<file path="src/rtl/mdc_commutator.sv">
// ---------------------------------------------------------------------------
// mdc_commutator
//   Radix-2 MDC delay-commutator. Two sample lines enter per accepted cycle.
//   The lower line is delayed DEPTH samples (S2). An internally generated
//   phase selects whether the upper line or the delayed lower line is routed
//   into the upper delay line (S1). The other one goes straight to the lower
//   output. Output pairs therefore sit DEPTH samples apart, as the next
//   butterfly expects.
//
//   Ports
//     clk, rst_n   single rising-edge clock, async active-low reset
//     in_valid     line1/line2 carry a sample this cycle (the advance enable)
//     frame_start  forces the current sample to phase 0 (only with in_valid)
//     bypass       registered pass-through; internal state keeps advancing
//     line1/line2  signed upper/lower input lines
//     out_valid    line1_o/line2_o hold a valid pair
//     line1_o/2_o  signed upper/lower output lines
// ---------------------------------------------------------------------------

// One delay line: DEPTH registers that shift only when en is high.
module mdc_dline #(
  parameter int WIDTH = 12,
  parameter int DEPTH = 4
) (
  input  logic             clk,
  input  logic             rst_n,
  input  logic             en,
  input  logic [WIDTH-1:0] din,
  output logic [WIDTH-1:0] dout
);
  logic [DEPTH-1:0][WIDTH-1:0] sr;

  always_ff @(posedge clk or negedge rst_n) begin
    if (!rst_n) begin
      sr <= '0;
    end else if (en) begin
      sr[0] <= din;
      for (int i = 1; i < DEPTH; i++) sr[i] <= sr[i-1];
    end
  end

  assign dout = sr[DEPTH-1];
endmodule

module mdc_commutator #(
  parameter int WIDTH = 12,
  parameter int DEPTH = 4
) (
  input  logic                    clk,
  input  logic                    rst_n,
  input  logic                    in_valid,
  input  logic                    frame_start,
  input  logic                    bypass,
  input  logic signed [WIDTH-1:0] line1,
  input  logic signed [WIDTH-1:0] line2,
  output logic                    out_valid,
  output logic signed [WIDTH-1:0] line1_o,
  output logic signed [WIDTH-1:0] line2_o
);
  localparam int NUM_LANES = 2;                 // lane 0 = S1, lane 1 = S2
  localparam int CW        = $clog2(2 * DEPTH); // phase counter width
  localparam int PW        = $clog2(DEPTH + 1); // priming counter width

  typedef struct packed {
    logic [WIDTH-1:0] l1;
    logic [WIDTH-1:0] l2;
  } pair_t;

  logic [NUM_LANES-1:0][WIDTH-1:0] lane_din;
  logic [NUM_LANES-1:0][WIDTH-1:0] lane_dout;

  logic [CW-1:0]    cnt, cnt_eff;
  logic [PW-1:0]    pcnt;
  logic             primed;
  logic             sel;
  logic [WIDTH-1:0] y2, u, v;
  pair_t            out_q;
  logic             vld_q;

  // frame_start only takes effect on an accepted sample; it makes this
  // sample phase 0 rather than waiting for the counter to wrap.
  assign cnt_eff = (in_valid && frame_start) ? '0 : cnt;
  assign sel     = (cnt_eff >= CW'(DEPTH));
  assign primed  = (pcnt == PW'(DEPTH));

  // S2 tail is line2 from DEPTH accepted samples ago.
  assign y2 = lane_dout[1];
  assign u  = sel ? y2 : line1;
  assign v  = sel ? line1 : y2;

  assign lane_din[0] = u;
  assign lane_din[1] = line2;

  // Both delay lines advance on every accepted sample, bypass or not, so
  // leaving bypass resumes with consistent pairing.
  for (genvar g = 0; g < NUM_LANES; g++) begin : g_lane
    mdc_dline #(.WIDTH(WIDTH), .DEPTH(DEPTH)) u_dline (
      .clk   (clk),
      .rst_n (rst_n),
      .en    (in_valid),
      .din   (lane_din[g]),
      .dout  (lane_dout[g])
    );
  end

  // 2*DEPTH is a power of two, so the counter wraps on its own.
  always_ff @(posedge clk or negedge rst_n) begin
    if (!rst_n)        cnt <= '0;
    else if (in_valid) cnt <= cnt_eff + CW'(1);
  end

  // Saturates at DEPTH; frame_start does not touch it since stored data
  // is not flushed on re-sync.
  always_ff @(posedge clk or negedge rst_n) begin
    if (!rst_n)                   pcnt <= '0;
    else if (in_valid && !primed) pcnt <= pcnt + PW'(1);
  end

  // Output register holds its value through bubbles.
  always_ff @(posedge clk or negedge rst_n) begin
    if (!rst_n) begin
      out_q <= '0;
      vld_q <= 1'b0;
    end else if (in_valid) begin
      if (bypass) begin
        out_q <= '{l1: line1, l2: line2};
        vld_q <= 1'b1;
      end else begin
        out_q <= '{l1: lane_dout[0], l2: v};
        vld_q <= primed;
      end
    end else begin
      vld_q <= 1'b0;
    end
  end

  assign out_valid = vld_q;
  assign line1_o   = out_q.l1;
  assign line2_o   = out_q.l2;
endmodule

</file>
<file path="config.mk">
export PLATFORM = sky130hd
export DESIGN_NAME = mdc_commutator
export DESIGN_NICKNAME = d
export VERILOG_FILES = /design/src/rtl/mdc_commutator.sv
export SDC_FILE = /design/constraint.sdc
export NUM_CORES = 1
export LEC_CHECK = 0
export CAP_MARGIN = 15
export CORE_AREA = 2 2 143 131
export DETAILED_ROUTE_END_ITERATION = 10
export DIE_AREA = 0 0 145 133
export DONT_BUFFER_PORTS = 1
export SLEW_MARGIN = 20
export SYNTH_ARGS = -nofsm -noshare
export SYNTH_HDL_FRONTEND = slang
export SYNTH_SLANG_ARGS = --single-unit
</file>
<file path="constraint.sdc">
create_clock -name clk -period 2.26 [get_ports clk]
set_input_delay 0.565 -clock clk [delete_from_list [all_inputs] [get_ports clk]]
set_output_delay 0.565 -clock clk [all_outputs]
set_load 0.01 [all_outputs]
</file>
==> reports/summary.md, run 1 <==
In this run the critical register-to-register path is captured at g_lane[0].u_dline.sr[7]. The congestion estimate from routability-driven global placement came to 0.768. The tools report the number of DRC markers after the initial detailed-route iteration as 187. Count of H-tree levels built during CTS: 4. The first global-routing pass estimated 16,300 µm of wire.

Number of core rows: 47. The average wire length per cell after detail routing was 15.2 µm; the final non-filler cell total was 642. TritonCTS built the clock tree. Class of the worst hold path: in2async. Post-route setup TNS: 0 ps. The total count of hold-check failures in the final report was 127. The initial cell density of the core came out at 0.291. The flow ran to the end, but the final reports show violations.

For the worst setup path, the data required time is 1690 ps. The library cells used most frequently in the layout, excluding fill and tap cells, are sky130_fd_sc_hd__dfrtp_1, sky130_fd_sc_hd__mux2_2, sky130_fd_sc_hd__nand2_1. The die outline width was 145 µm; the count of final setup violators was 0. Setup slack on the worst reg-to-reg path comes out at 940 ps. The run gives 0 as the remaining design rule violation count. The proportion of layout cells with a drive suffix above 1 was 0.300; the power per cell area was 1110 nW/µm². The sequential area share after synthesis is 0.609, and the die outline area is 19,300 µm². The origin of the worst setup path was line2_o[1]. The top fanout value on the critical path is 2, and the max-slew headroom at the worst pin is 0.566.

The total core area came out at 17,900 µm². The clock transition at the registers of the reported paths came out at 50 ps. The top cell type's share of synthesized area was 0.609. Critical path startpoint category: a flip-flop. The critical path start-end classification was reg2out. Root buffer cell: sky130_fd_sc_hd__clkbuf_16. At the worst endpoint, the arrival time is 860 ps.

The count of distinct cell types in the synthesized netlist was 21; the mean instance size in the synthesized netlist was 13.4 µm². The run gives 9760 µm as the total detailed-routing wirelength. The run gives 6.62 mW as the post-layout total power. Final number of max-transition violations: 0. The clock insertion delay at the later pin of the skew report was 410 ps; the total global routing overflow was 0. The via count was 2,945. Entering global routing, the biggest net connects 166 pins.

54 I/O pins were placed. The worst hold slack was -145 ps. In this run the deepest clock path goes through 2 buffers.

Based on the critical path, the design can be clocked at up to 0.700 GHz. The net count of the finished layout is 418. Leaving out fill and tap cells, the most frequent cell in the layout is sky130_fd_sc_hd__dfrtp_1. The total global routing track utilization was 0.110. Synthesis handed over a netlist of 390 instances.

Post-CTS timing repair inserted 0 buffers for setup. The startpoint identified for the worst register-to-register timing path is cnt[2]. Counting every net in the synthesized netlist gives 422. The number of buffer cells added on primary ports was 0. The worst-case IR drop observed on VDD is 0.548 mV. For the number of violations of the max-capacitance limit, the log shows 0. The wire-length estimate of the detail-placed layout is 6390 µm. The clock sink count was 127. The number of synthesized register bits came out at 127. For this design the static power due to leakage is 2.43 nW. The post-route fraction of the period consumed by the critical path is 0.633. For the final setup skew, the log shows 5.97 ps.

The post-detailed-route count of antenna-violating nets was 0. For the pin with the worst max-slew slack, the measured transition is 647 ps. The first TritonRoute pass finished after 4 iterations.

Setup repair after global routing left no endpoint under its margin. The run gives 5220 µm² as the area of the mapped netlist. By area the synthesized netlist is led by sky130_fd_sc_hd__dfrtp_1, sky130_fd_sc_hd__mux2_2, sky130_fd_sc_hd__mux2i_1. The area growth from synthesis to layout is 14.3%. Measured in cells, the most critical reg-to-reg path has a length of 3.

The repair_antennas step left the layout with diodes totalling 0. TritonCTS created 17 clock buffers. The routed via count divided by cell count was 4.59; the number of antenna violations at the first check in global routing was 0.

The chip height works out to 133 µm. Counting tap cells, the placed design contains a total of 612 instances. Number of global-route vias before repair: 3,142.

Number of warnings issued by yosys: 0. Dominant cell type by area after synthesis: sky130_fd_sc_hd__dfrtp_1. The final reports fail on negative hold slack.

Element type at the critical path end: an output port. The shortest clock period the worst path allows after layout works out to 1430 ps.
[synthesized netlist by cell type]
| cell type | n |
|---|---|
| sky130_fd_sc_hd__a21boi_0 | 2 |
| sky130_fd_sc_hd__buf_6 | 2 |
| sky130_fd_sc_hd__a21oi_1 | 26 |
| sky130_fd_sc_hd__o22ai_1 | 5 |
| sky130_fd_sc_hd__buf_4 | 11 |
| sky130_fd_sc_hd__nor2b_1 | 3 |
| sky130_fd_sc_hd__buf_2 | 11 |
| sky130_fd_sc_hd__dfrtp_1 | 127 |
| sky130_fd_sc_hd__nand3b_1 | 7 |
| sky130_fd_sc_hd__mux2i_1 | 24 |
| sky130_fd_sc_hd__mux2_2 | 85 |
| sky130_fd_sc_hd__a31oi_1 | 13 |
| sky130_fd_sc_hd__nor2b_4 | 1 |
| sky130_fd_sc_hd__nand2_1 | 28 |
| sky130_fd_sc_hd__ha_1 | 3 |
| sky130_fd_sc_hd__xnor2_1 | 2 |
| sky130_fd_sc_hd__inv_1 | 2 |
| sky130_fd_sc_hd__nor2_1 | 27 |
| sky130_fd_sc_hd__a21bo_2 | 1 |
| sky130_fd_sc_hd__o21ai_0 | 8 |
| sky130_fd_sc_hd__a21boi_2 | 2 |
[routing by layer]
layer | share of wire | track usage | up-vias
met1 | 0.43 | 0.126 | 1502
li1 | - | - | 1367
met3 | 0.087 | 0.0576 | 5
met4 | 0.0067 | 0.0385 | 0
met2 | 0.48 | 0.175 | 71
met5 | 0 | 0 | -
[power by group]
| group | switching [mW] | internal [mW] |
|---|---|---|
| clock | 0.913 | 1.78 |
| combinational | 0.324 | 0.484 |
| sequential | 0.349 | 2.78 |
| total | 1.59 | 5.04 |
[registers in the layout, summed over array words and instances, names as in the netlist]
| register | flops |
|---|---|
| line2_o | 12 |
| line1_o | 12 |
| cnt | 3 |
| g_lane.u_dline.sr | 72 |
| pcnt | 3 |
| out_valid | 1 |
| g_lane.u_dline.dout | 24 |
[stage by stage]
step / utilization / area, µm² / setup slack, ps
final: 0.333 / 5970 / 831
after global routing: 0.333 / 5970 / 803
after CTS: 0.333 / 5970 / 812
after detailed placement: 0.300 / 5370 / 780
after global placement: 0.300 / 5370 / 801
after floorplan: - / 5220 / 601
[kinds of logic (layout without fill, tap and decap cells)]
logic type,Yosys count,after routing,synth area share
flops,127,127,0.609
mux,109,109,0.229
buf+inv,26,33,0.0321
xor+xnor,2,2,0.00336
fa+ha+maj,3,3,0.00719
simple gates,66,66,0.0558
compound gates,57,57,0.0633
[area by class of cell]
cell class / instances / area, µm²
Clock buffer: 24 / 512
Inverter: 2 / 7.51
Tap cell: 245 / 307
Multi-Input combinational cell: 237 / 1870
Timing Repair Buffer: 1 / 7.51
Sequential cell: 127 / 3180
Clock inverter: 6 / 80.1
Fill cell: 1772 / 12000
[worst max-delay path by stage]
stage                     cells past startpoint  slack, ps                      end
after global placement                        3        800  g_lane[0].u_dline.sr[7]
after detailed placement                      3        780               line2_o[3]
after CTS                                     0        810               line2_o[8]
final                                         0        830               line2_o[1]
after global routing                          3        800               line2_o[2]
after floorplan                               5        600                   cnt[1]
[timing repair]
action | 4_1_cts | 5_1_grt
gates resized for setup | 0 | 0
hold endpoints to repair | 127 | 127
setup endpoints to repair | 0 | 0
Power figures use the tool's default switching activity.
==> inputs of run 2 (changes only) <==
clock period = 1.3 ns   (was 2.26 ns; I/O delays follow)
==> run 2 against run 1 <==
Net effect:
- the run still ends with negative hold slack left
- critical path type unchanged
- routed wire length grew 0.77%
- register-to-register slack worse by 810 ps
- global-route usage about the same
- sequential power rose by 73%
- flip-flop and latch count stayed put
- via count increased by 1.4%
- non-clock buffer count is 5 higher
- die area did not move
- largest cell class unchanged
- power rose by 79%
- utilization grew 0.50 points
==> reports/summary.md, run 2 (synthesis gave the netlist of run 1 again) <==
The flow ran to the end, but the final reports show violations. The checks that failed: negative hold slack. Top register by number of flip-flops: g_lane.u_dline.sr. CTS placed an instance of sky130_fd_sc_hd__clkbuf_16 at the clock tree root. The class of the worst hold path is in2async. The quantity of hold-fixing buffers added after cts was 1. The tools report the die outline area as 19,300 µm² (unchanged). The final setup skew was 6.64 ps (+0.669 ps). The logs give 130 ps (-810 ps) for the setup slack on the worst flop-to-flop path and 0 (unchanged) for the number of violations of the max-capacitance limit. The library cells used most frequently in the layout, excluding fill and tap cells, are sky130_fd_sc_hd__dfrtp_1, sky130_fd_sc_hd__mux2_2, sky130_fd_sc_hd__nand2_1. The tools report the critical path startpoint category as a flip-flop. For the cell count after placement, the log shows 616 (+0.65%). The part of the power in the clock network was 0.418 (+0.012); the post-route setup TNS was 0 ps (unchanged). The number of flip-flops in the largest register works out to 72 (unchanged). The power per cell area is 1960 nW/µm² (+76%), and the area added between synthesis and finish is 16.0%. The total global routing overflow is 0 (unchanged).

Chip height: 133 µm (unchanged). The critical path is of the reg2out type. Total detailed-routing wirelength: 9840 µm (+0.77%). The total count of hold-check failures in the final report came out at 127 (unchanged). For the largest net degree at the start of global routing, the log shows 163 (-1.8%). The post-cts gate resize count was 0 (unchanged). The count of final setup violators was 0 (unchanged). The total inserted antenna cells is 0 (unchanged). The slew at the pin with the worst max-slew slack was 300 ps (-346 ps); the upper clock frequency limit was 0.854 GHz. For the number of buffers created by CTS, the log shows 17 (unchanged). The proportion of layout cells with a drive suffix above 1 came out at 0.314 (+0.0146). For the clock sink count, the log shows 127 (unchanged). The logs give 423 (+1.2%) for the layout net count and 54 (unchanged) for the number of ports placed on the die boundary.

The post-detailed-placement half-perimeter wirelength is 6280 µm (-1.6%). TritonCTS built the clock tree. The setup fix buffers added after clock tree synthesis was 0 (unchanged); the routed via count divided by cell count was 4.60 (+0.33%). The tools report the first-pass GRT wire length as 16,200 µm (-0.30%).

The initial cell density of the core was 0.291 (unchanged). For the clock insertion delay at the later pin of the skew report, the log shows 410 ps (about the same). The die outline width is 145 µm (unchanged), and the share of total power in sequential cells is 0.456 (-0.016). Post-detailed-route count of antenna-violating nets: 0 (unchanged).

The run gives 1,771 (-0.056%) as the layout filler cell count. The part of the power in combinational logic is 0.126 (+0.004), and the clock transition at the registers of the reported paths is 60 ps (about the same). The logs give 4 (unchanged) for the count of H-tree levels built during CTS and 161 (-14%) for the number of DRC markers after the initial detailed-route iteration. The final number of max-transition violations came out at 0 (unchanged). The worst voltage drop across the vdd grid was 1.01 mV (+85%); the top fanout value on the critical path was 2 (unchanged). The run gives 0 (unchanged) as the remaining design rule violation count.

For the via count, the log shows 2,987 (+1.4%). The run gives 11.9 mW (+79%) as the post-layout total power. The max-slew headroom at the worst pin is 0.800 (+0.233), and the shortest clock period the worst path allows after layout is 1170 ps. The logs give 0 (unchanged) for the number of antenna violations at the first check in global routing and 2.93 mW (+85%) for the net switching power figure. The average wire length per cell after detail routing is 15.2 µm (-0.32%), and the total global routing track utilization is 0.109 (-0.000447). The internal power is 8.93 mW (+77%), and the number of buffers between clock root and the deepest sink is 2 (unchanged). The worst hold slack was -394 ps (-249 ps). Switching portion of total power: 0.247 (+0.00776). The number of buffer cells added on primary ports is 0 (unchanged), and the number of optimization iterations in the first detailed-route pass is 4 (unchanged). Final non-filler cell total: 649 (+1.1%). The leakage power total was 2.46 nW (+1.0%). The endpoint arrival time on the critical path is 850 ps (about the same). Setup repair after global routing left no endpoint under its margin. The tools report the number of core rows as 47 (unchanged). The most common library cell in the layout ignoring fill and taps is sky130_fd_sc_hd__dfrtp_1. The tools report the element type at the critical path end as an output port.

The required time at the worst-slack endpoint is 980 ps (-710 ps). Post-route fraction of the period consumed by the critical path: 0.901. The number of global-route vias before repair was 3,067 (-2.4%); the routability-driven placement congestion ratio was 0.758 (-1.4%). The total core area came out at 17,900 µm² (unchanged).
==> run 2: cell type report <==
cell class                      count  area (µm²)  share of cell area
Tap cell                          245         307              0.0506
Multi-Input combinational cell    237        1880               0.311
Sequential cell                   127        3180               0.525
Clock inverter                     14         191              0.0316
Timing Repair Buffer                6        60.1             0.00992
Inverter                            2        7.51             0.00124
Clock buffer                       18         429              0.0709
==> run 2: path summary, 6_finish.rpt <==
path	startpoint	end	cells after the start
max reg2reg	cnt[0]	cnt[1]	3
min in group clk	in_valid	g_lane[0].u_dline.sr[10]	1
min	rst_n	pcnt[1]	0
max in group asynchronous	rst_n	g_lane[1].u_dline.dout[2]	0
max	line2_o[3]	line2_o[3]	0
min reg2reg	cnt[1]	cnt[1]	1
==> run 2: per-stage QoR <==
step | instance area [µm²] | hold WS, ps | util | setup slack, ps
after floorplan | 5240 | 29.4 | - | 31.8
after global placement | 5420 | 32.3 | 0.302 | 145
after detailed placement | 5420 | 32.3 | 0.302 | 135
after CTS | 6050 | -409 | 0.338 | 98.0
after global routing | 6050 | -411 | 0.338 | 56.1
final | 6050 | -394 | 0.338 | 129
==> run 2: metal layers <==
layer,share of wire,GRT usage
met2,0.49,0.174
met3,0.071,0.0434
met5,0,0
met4,0.017,0.0550
met1,0.42,0.128
==> run 2: power by group through the flow <==
stage | combinational, mW | sequential [mW] | clock (mW)
after floorplan | 1.40 | 5.30 | 0
after CTS | 1.52 | 5.43 | 5.06
after detailed placement | 1.51 | 5.50 | 0
after global routing | 1.68 | 5.54 | 5.24
final | 1.49 | 5.41 | 4.96
after global placement | 1.44 | 5.46 | 0
